`src/rtl/bram_pingpong_reader.sv`:
```
// bram_pingpong_reader
//   Drain side of a two-bank ping-pong BRAM buffer. Banks are read out in
//   strict alternation, starting with BRAM2. Each bank is streamed as DEPTH
//   words on a valid/ready interface. The bank is then handed back to the
//   writer with a one-cycle free pulse.
//
// Ports
//   clk                 rising-edge clock
//   rst                 asynchronous, active-low reset
//   full_1 / full_2     level from the writer: bank holds DEPTH words
//   rd_en_x / rd_add_x  BRAM read port for bank x (data returns next cycle)
//   rd_data_x           BRAM read data for bank x
//   out_valid/out_ready stream handshake
//   out_data/out_last   stream word, last flags the final word of a bank
//   free_1 / free_2     one-cycle pulse: bank drained, writer may refill
//   busy                FSM is away from IDLE
module bram_pingpong_reader #(
  parameter int DATA_W    = 32,
  parameter int ADDR_W    = 32,
  parameter int DEPTH     = 8,
  parameter int BASE_ADDR = 0
) (
  input  logic              clk,
  input  logic              rst,
  input  logic              full_1,
  input  logic              full_2,
  output logic              rd_en_1,
  output logic [ADDR_W-1:0] rd_add_1,
  input  logic [DATA_W-1:0] rd_data_1,
  output logic              rd_en_2,
  output logic [ADDR_W-1:0] rd_add_2,
  input  logic [DATA_W-1:0] rd_data_2,
  output logic              out_valid,
  input  logic              out_ready,
  output logic [DATA_W-1:0] out_data,
  output logic              out_last,
  output logic              free_1,
  output logic              free_2,
  output logic              busy
);

  localparam int                CNT_W    = (DEPTH > 1) ? $clog2(DEPTH) : 1;
  localparam logic [CNT_W-1:0]  LAST_IDX = CNT_W'(DEPTH - 1);
  localparam logic [ADDR_W-1:0] BASE     = ADDR_W'(BASE_ADDR);

  typedef enum logic [1:0] {
    IDLE    = 2'd0,
    DRAIN   = 2'd1,
    FLUSH   = 2'd2,
    RELEASE = 2'd3
  } state_e;

  state_e              state_q, state_d;
  logic                bank2_q, bank2_d;          // 1: BRAM2 is the bank expected next
  logic [CNT_W-1:0]    cnt_q, cnt_d;              // index of the next read to issue
  logic [ADDR_W-1:0]   last_add_1_q, last_add_1_d;
  logic [ADDR_W-1:0]   last_add_2_q, last_add_2_d;
  logic                inflight_q, inflight_d;    // read data arrives on rd_data this cycle
  logic                inflight_last_q, inflight_last_d;
  logic [1:0]          count_q, count_d;          // output FIFO occupancy
  logic [DATA_W-1:0]   out_data_q, out_data_d;    // FIFO head
  logic                out_last_q, out_last_d;
  logic                out_valid_q, out_valid_d;
  logic [DATA_W-1:0]   tail_data_q, tail_data_d;  // FIFO second entry
  logic                tail_last_q, tail_last_d;
  logic                free_1_q, free_1_d;
  logic                free_2_q, free_2_d;
  logic                busy_q, busy_d;

  logic                pop_s;
  logic [2:0]          occ_s;
  logic                issue_s;
  logic [ADDR_W-1:0]   rd_addr_s;
  logic [DATA_W-1:0]   cap_data_s;

  assign pop_s      = out_valid_q & out_ready;
  // Occupancy the FIFO will have after this edge, before counting a read issued now.
  assign occ_s      = {1'b0, count_q} + {2'b00, inflight_q} - {2'b00, pop_s};
  assign rd_addr_s  = BASE + ADDR_W'(cnt_q);
  assign cap_data_s = bank2_q ? rd_data_2 : rd_data_1;

  // Read enables are combinational so the issue decision sees this cycle's pop.
  assign rd_en_1  = issue_s & ~bank2_q;
  assign rd_en_2  = issue_s & bank2_q;
  assign rd_add_1 = bank2_q ? {ADDR_W{1'b0}} : (issue_s ? rd_addr_s : last_add_1_q);
  assign rd_add_2 = bank2_q ? (issue_s ? rd_addr_s : last_add_2_q) : {ADDR_W{1'b0}};

  assign out_valid = out_valid_q;
  assign out_data  = out_data_q;
  assign out_last  = out_last_q;
  assign free_1    = free_1_q;
  assign free_2    = free_2_q;
  assign busy      = busy_q;

  // FSM next state, read issue, address tracking and free pulses.
  always_comb begin
    state_d         = state_q;
    bank2_d         = bank2_q;
    cnt_d           = cnt_q;
    issue_s         = 1'b0;
    last_add_1_d    = last_add_1_q;
    last_add_2_d    = last_add_2_q;
    case (state_q)
      IDLE: begin
        // Only the expected bank's full flag is looked at.
        if (bank2_q ? full_2 : full_1) begin
          state_d = DRAIN;
          cnt_d   = {CNT_W{1'b0}};
        end else begin
          state_d = IDLE;
        end
      end
      DRAIN: begin
        if (occ_s < 3'd2) begin
          issue_s = 1'b1;
          cnt_d   = cnt_q + CNT_W'(1);
          if (cnt_q == LAST_IDX) begin
            state_d = FLUSH;
          end else begin
            state_d = DRAIN;
          end
        end else begin
          issue_s = 1'b0;
        end
      end
      FLUSH: begin
        if (pop_s && out_last_q) begin
          state_d = RELEASE;
        end else begin
          state_d = FLUSH;
        end
      end
      RELEASE: begin
        state_d = IDLE;
        bank2_d = ~bank2_q;
      end
      default: begin
        state_d = IDLE;
      end
    endcase

    if (issue_s && bank2_q) begin
      last_add_2_d = rd_addr_s;
    end else if (issue_s) begin
      last_add_1_d = rd_addr_s;
    end else begin
      last_add_1_d = last_add_1_q;
    end

    inflight_d      = issue_s;
    inflight_last_d = issue_s & (cnt_q == LAST_IDX);
    free_1_d        = (state_d == RELEASE) & ~bank2_q;
    free_2_d        = (state_d == RELEASE) & bank2_q;
    busy_d          = (state_d != IDLE);
  end

  // Two-entry output FIFO: head drives the stream, tail catches the overlap word.
  always_comb begin
    count_d     = count_q;
    out_data_d  = out_data_q;
    out_last_d  = out_last_q;
    tail_data_d = tail_data_q;
    tail_last_d = tail_last_q;
    case ({inflight_q, pop_s})
      2'b10: begin
        count_d = count_q + 2'd1;
        if (count_q == 2'd0) begin
          out_data_d = cap_data_s;
          out_last_d = inflight_last_q;
        end else begin
          tail_data_d = cap_data_s;
          tail_last_d = inflight_last_q;
        end
      end
      2'b01: begin
        count_d = count_q - 2'd1;
        if (count_q == 2'd2) begin
          out_data_d = tail_data_q;
          out_last_d = tail_last_q;
        end else begin
          out_data_d = out_data_q;
        end
      end
      2'b11: begin
        if (count_q == 2'd1) begin
          out_data_d = cap_data_s;
          out_last_d = inflight_last_q;
        end else begin
          out_data_d  = tail_data_q;
          out_last_d  = tail_last_q;
          tail_data_d = cap_data_s;
          tail_last_d = inflight_last_q;
        end
      end
      default: begin
        count_d = count_q;
      end
    endcase
    out_valid_d = (count_d != 2'd0);
  end

  // State and datapath registers; reset drops all buffered and in-flight words.
  always_ff @(posedge clk or negedge rst) begin
    if (!rst) begin
      state_q         <= IDLE;
      bank2_q         <= 1'b1;
      cnt_q           <= {CNT_W{1'b0}};
      last_add_1_q    <= {ADDR_W{1'b0}};
      last_add_2_q    <= {ADDR_W{1'b0}};
      inflight_q      <= 1'b0;
      inflight_last_q <= 1'b0;
      count_q         <= 2'd0;
      out_data_q      <= {DATA_W{1'b0}};
      out_last_q      <= 1'b0;
      out_valid_q     <= 1'b0;
      tail_data_q     <= {DATA_W{1'b0}};
      tail_last_q     <= 1'b0;
      free_1_q        <= 1'b0;
      free_2_q        <= 1'b0;
      busy_q          <= 1'b0;
    end else begin
      state_q         <= state_d;
      bank2_q         <= bank2_d;
      cnt_q           <= cnt_d;
      last_add_1_q    <= last_add_1_d;
      last_add_2_q    <= last_add_2_d;
      inflight_q      <= inflight_d;
      inflight_last_q <= inflight_last_d;
      count_q         <= count_d;
      out_data_q      <= out_data_d;
      out_last_q      <= out_last_d;
      out_valid_q     <= out_valid_d;
      tail_data_q     <= tail_data_d;
      tail_last_q     <= tail_last_d;
      free_1_q        <= free_1_d;
      free_2_q        <= free_2_d;
      busy_q          <= busy_d;
    end
  end

endmodule

```
`config.mk`:
```
export PLATFORM = sky130hd
export DESIGN_NAME = bram_pingpong_reader
export DESIGN_NICKNAME = d
export VERILOG_FILES = /design/src/rtl/bram_pingpong_reader.sv
export SDC_FILE = /design/constraint.sdc
export NUM_CORES = 1
export LEC_CHECK = 0
export BUFFER_PORTS_ARGS = -buffer_cell sky130_fd_sc_hd__buf_2
export CORE_MARGIN = 2
export CORE_UTILIZATION = 42
export DETAILED_ROUTE_END_ITERATION = 16
export PLACE_DENSITY = 0.73
export SLEW_MARGIN = 20
export SYNTH_ARGS = -nofsm -noshare
export SYNTH_HDL_FRONTEND = slang
export SYNTH_SLANG_ARGS = --single-unit
```
`constraint.sdc`:
```
create_clock -name clk -period 3.5 [get_ports clk]
set_input_delay 0.175 -clock clk [delete_from_list [all_inputs] [get_ports clk]]
set_output_delay 0.175 -clock clk [all_outputs]
set_load 0.02 [all_outputs]
```
==> impl_metrics.csv, run 1 <==
group,metric,value,unit
timing,fin_setup_tns,0,ns
drt,wirelength,14200,um
synthesis,netlist_top_cells_area,"dfrtp_1 49%, mux2_2 14%, buf_4 4.2%",
cts,cts_tree,"yes",
synthesis,synth_most_common_cell,"dfrtp_1",
die,die-area,14700,um^2
synthesis,syn_area_per_cell,11.1,um^2
cts,clkSinkCount,115,
synthesis,synthDistinctLibCells,47,
die,die_w,121,um
timing,tightest_slew,0.863,ns
synthesis,synthTopCellsByCount,"114 x dfrtp_1, 71 x mux2_2, 40 x nand3_1, 35 x a21oi_1, 35 x nor3_1",
cts,cts_max_path_buffers,2,
finish,n_antenna_cell,0,
timing,setup_viol,0,
global_route,overflow,0,
timing,max_freq,309,MHz
cts,cts-buffers-inserted,17,
synthesis,synth_ff_type,"dfrtp_1",
cts,htreeDepth,4,
cts,clk_latency,0.41,ns
finish,area_growth,23.1,%
finish,drive_gt1_share,42.1,%
worst_setup_path,cp.buffers_inverters,2,
placed_design,dpl_cell_area,6500,um^2
cts,path_clk_slew,0.05,ns
die,pin_count,172,
worst_setup_path,max_stage_delay,0.56,ns
timing,maxSlewHeadroom,42.4,%
cts,clockRootBuffer,"clkbuf_16",
worst_setup_path,critical_path_arrival,3.06,ns
worst_setup_path,path_max_fanout,32,
min_path,min_from,"rd_data_1[17]",
placed_design,port_buffers,142,
power,p_per_area,897,nW/um^2
global_route,grt_start_max_net_pins,70,
drt,wire_per_inst,16.7,um
timing,min_period,3.23,ns
synthesis,synth_top_area_cell,"dfrtp_1",
worst_setup_path,regToRegStartpoint,"out_valid",
synthesis,yosysWarnings,0,
drt,vias_per_cell,5.39,
global_route,grt_use_total,20.2,%
die,fp.dieH,121,um
global_route,antenna_found_initial,0,
global_route,grt_pass1_vias,4652,
worst_setup_path,start_kind,"flip-flop",
drt,first_iter_violations,300,
die,core-area,13300,um^2
worst_setup_path,cp_slowest_cell,"fa_1",
synthesis,synth_top_area_share,49.4,%
placed_design,hpwl,9260,um
synthesis,syn_inst,521,
die,floorplan.rows,42,
worst_setup_path,crit_chain,"and2_4, xnor2_1, nand2b_1, fa_1, and3b_1, a21oi_2, buf_4, a22o_2, buf_2",
job,cap_violations,0,
timing,rsz0062_at_grt,"false",
drt,drt.antenna.violating_nets,0,
synthesis,synth_seq_cells,115,
die,initial_core_util,43.3,%
timing,post-route-period-util,92.4,%
timing,hold_violations,0,
worst_setup_path,end_kind,"output port",
placed_design,place.gp.congestion,0.861,
drt,route.detailed.drc,0,
min_path,min_path_type,"primary input to flip-flop",
worst_setup_path,path_delay_family,"simple AND/OR/NAND/NOR gates",
power,leakagePower,0.00352,uW
power,ir_drop,427,uV
worst_setup_path,r2r_slack,0.51,ns
cts,cts_resized,0,
timing,clock_skew,0.00638,ns
finish,finalCoreUtilization,53.3,%
synthesis,yosysSeqAreaShare,49.9,%
finish,stdcell_area,7110,um^2
synthesis,synth_edf_count,0,
finish,fin_nets,735,
worst_setup_path,cp-startpoint,"out_valid",
drt,route.vias.total,4572,
finish,fin_cells,849,
worst_setup_path,crit_type,"flip-flop to output port",
placed_design,dp.cells,810,
synthesis,synth_area,5770,um^2
worst_setup_path,cp.required,3.32,ns
drt,dr.pass1.iters,4,
synthesis,async_flop_share,100,%
global_route,grt_first_pass_wirelength,23100,um
outcome,status,"finished, final reports clean",
timing,drv_slew,0,
[path summary, 6_finish.rpt]
check / endpoint / cells past startpoint
worst min register to register: last_add_1_q[30] / 1
worst max register to register: last_add_1_q[1] / 9
worst min-delay path: tail_data_q[17] / 3
min in group asynchronous: last_add_1_q[19] / 2
worst max-delay path: rd_add_1[2] / 9
max in group asynchronous: state_q[1] / 3
[metrics by stage]
step	hold slack, ns	setup WS [ns]	power, uW
after floorplan	-0.121	0.646	3990
after global placement	0.334	0.428	4600
after detailed placement	0.346	0.245	4740
after CTS	0.129	0.00953	6410
after global routing	0.146	0.0971	6770
final	0.146	0.266	6380
[kinds of logic after synthesis]
logic type               count (synthesis)  synth area share, %
XOR/XNOR                                 5                0.759
AO/OA/AOI/OAI                           90                 10.4
flip-flops                             115                 49.9
AND/OR/NAND/NOR                        156                 15.4
other                                    1               0.0650
multiplexers                            73                 14.2
buffers and inverters                   75                 7.91
adder cells (fa/ha/maj)                  6                 1.43
[metal layers]
metal / vias to the layer above / wire, um / track usage (%)
met5: - / 0 / 0
met4: 0 / 175 / 7.47
met3: 22 / 1000 / 5.92
met2: 217 / 6620 / 31.5
met1: 2259 / 6400 / 26.6
li1: 2074 / - / -
[registers in the layout, indices dropped and copies added, names as in the netlist]
register and count:
out_last 1, inflight_last_q 1, out_valid 1, tail_last_q 1
inflight_q 1, free_1 1, tail_data_q 32, free_2 1
last_add_2_q 3, last_add_1_q 32, bank2_q 1, out_data 32
count_q 2, cnt_q 3, busy 1, state_q 2
[worst register-to-register path, cell delays in order (launching register included)]
cell,delay (ns)
dfrtp_1,0.50
and2_4,0.24
xnor2_1,0.14
nand2b_1,0.19
fa_1,0.56
nand3b_1,0.23
nor3_4,0.36
buf_4,0.18
buf_4,0.14
mux2_2,0.33
[cells in the final DEF (no fill, tap or decap), types with 8 or more instances in the layout]
master and instances:
buf_4 18, nor2b_1 28, o21ai_0 8, o31ai_1 32
clkbuf_16 17, buf_2 141, mux2_2 71, conb_1 29
nor3_1 35, nand3_1 40, a21oi_1 35, clkinv_2 8
and2_1 22, dfrtp_1 114, and2_2 10
[area by class of cell]
cell class | count | area [um^2]
clock inverters | 11 | 85.1
fillers | 1165 | 6240
flip-flops and latches | 115 | 2880
well taps | 176 | 220
repair buffers | 161 | 871
inverters | 5 | 18.8
multi-input cells | 360 | 2560
clock buffers | 21 | 470
[repair_timing]
action,CTS,global route
pin swaps,2,1
endpoints found under the hold margin,66,0
gates cloned,1,0
buffers inserted,3,2
setup endpoints to repair,5,36
hold buffers,1,0
[where the power goes]
group          internal [uW]  switching [uW]
clock                   1020             594
combinational           1080            1510
sequential              1810             369
total                   3900            2480
(Power assumes the default switching activity.)
==> run 2, diff against run 1 <==
==> constraint.sdc (replaced) <==
create_clock -name clk -period 3.5 [get_ports clk]
set_input_delay 0.7 -clock clk [delete_from_list [all_inputs] [get_ports clk]]
set_output_delay 0.7 -clock clk [all_outputs]
set_load 0.02 [all_outputs]
==> impl_metrics.csv, run 2 (synthesis gave the netlist of run 1 again) <==
group,metric,value,unit
cts,cts_hold_buf,0,
timing,tightest_slew,1.03,ns
drt,route.detailed.drc,0,
cts,clkSinkCount,115,
timing,min_period,3.37,ns
finish,final_cell_mix,"141 x buf_2, 114 x dfrtp_1, 71 x mux2_2",
placed_design,hpwl,9370,um
worst_setup_path,reg2reg_depth,6,
worst_setup_path,end_kind,"output port",
power,ir_drop,425,uV
global_route,overflow,0,
die,die_w,121,um
die,fp.dieH,121,um
outcome,status,"finished, final reports clean",
drt,route.vias.total,4497,
timing,clock_skew,0.00742,ns
drt,first_iter_violations,342,
min_path,min_path_type,"primary input to asynchronous set/reset pin",
cts,cts-buffers-inserted,17,
finish,fin_nets,734,
worst_setup_path,crit_type,"flip-flop to output port",
global_route,grt_start_max_net_pins,66,
global_route,grt_use_total,20.2,%
timing,rsz0062_at_grt,"false",
worst_setup_path,path_max_fanout,32,
worst_setup_path,cp-startpoint,"out_valid",
die,core-area,13300,um^2
timing,maxSlewHeadroom,31.3,%
global_route,grt_pass1_vias,4493,
cts,cts_max_path_buffers,2,
cts,htreeDepth,4,
finish,final_common_cell,"buf_2",
timing,post-route-period-util,96.3,%
worst_setup_path,start_kind,"flip-flop",
drt,wire_per_inst,16.8,um
worst_setup_path,critical_path_arrival,2.67,ns
job,cap_violations,0,
timing,drv_slew,0,
drt,wirelength,14200,um
die,initial_core_util,43.3,%
cts,clk_latency,0.42,ns
timing,max_freq,297,MHz
die,pin_count,172,
drt,dr.pass1.iters,4,
drt,drt.antenna.violating_nets,0,
die,die-area,14700,um^2
die,floorplan.rows,42,
finish,drive_gt1_share,42.6,%
cts,cts_tree,"yes",
finish,area_growth,25.1,%
timing,setup_viol,0,
placed_design,place.gp.congestion,0.808,
timing,fin_setup_tns,0,ns
global_route,antenna_found_initial,0,
global_route,grt_first_pass_wirelength,23000,um
cts,path_clk_slew,0.05,ns
placed_design,port_buffers,142,
finish,finalCoreUtilization,54.1,%
drt,vias_per_cell,5.30,
worst_setup_path,r2r_slack,0.96,ns
timing,hold_violations,0,
power,leakagePower,0.00356,uW
worst_setup_path,cp.required,2.80,ns
power,p_per_area,928,nW/um^2
worst_setup_path,crit_path_end,"rd_add_1[0]",
worst_setup_path,regToRegEndpoint,"out_data[10]",
worst_setup_path,regToRegStartpoint,"count_q[0]",
cts,clockRootBuffer,"clkbuf_16",
finish,n_antenna_cell,0,
run 2: repair_timing:
item	CTS	global route
endpoints found under the hold margin	0	0
endpoints found under the setup margin	0	14
resized for setup	0	4
buffers inserted	0	1
run 2: metrics by stage:
step                std cells  setup slack, ns  instance area, um^2  total power (uW)  hold slack [ns]
finish                    848            0.130                 7220              6700            0.383
global route              848           0.0265                 7220              7110            0.438
CTS                       847          0.00332                 7190              6690            0.405
detailed placement        815           0.0380                 6570              4840            0.481
global placement          815            0.108                 6570              4710            0.475
floorplan                 549           0.0132                 5890              4020            0.404
run 2: worst max-delay path, cell delays in order (launching register included):
cell and delay [ns]:
dfrtp_1 0.37, and2_4 0.17, xnor2_2 0.14, nand2b_4 0.15
fa_2 0.56, and3b_1 0.20, a21oi_2 0.08, buf_12 0.18
a22o_2 0.25, buf_2 0.15
run 2: layout make-up:
| type | instances | area, um^2 |
|---|---|---|
| Timing Repair Buffer | 161 | 893 |
| Inverter | 5 | 18.8 |
| Fill cell | 1175 | 6130 |
| Sequential cell | 115 | 2880 |
| Tap cell | 176 | 220 |
| Multi-Input combinational cell | 359 | 2590 |
| Clock buffer | 22 | 464 |
| Clock inverter | 10 | 155 |
run 2: worst min-delay path by stage:
stage	to	slack, ns	startpoint
2_1_floorplan	busy	0.40	rst
3_3_place_gp	tail_data_q[15]	0.47	tail_data_q[15]
3_5_place_dp	last_add_1_q[10]	0.48	last_add_1_q[10]
4_1_cts	out_data[5]	0.40	rst
5_1_grt	tail_data_q[5]	0.44	rst
6_report	tail_data_q[5]	0.38	rst
run 2: power breakdown:
group          switching, uW  internal, uW
sequential               345          1810
combinational           1570          1160
clock                    597          1220
run 2: metal layers:
metal  up-vias  global-route usage [%]  share of wire [%]
met5         -                       0                  0
met4         0                    8.33                1.7
met3        30                    5.55                8.0
met2       231                    31.5                 46
met1      2181                    26.7                 44
li1       2055                       -                  -
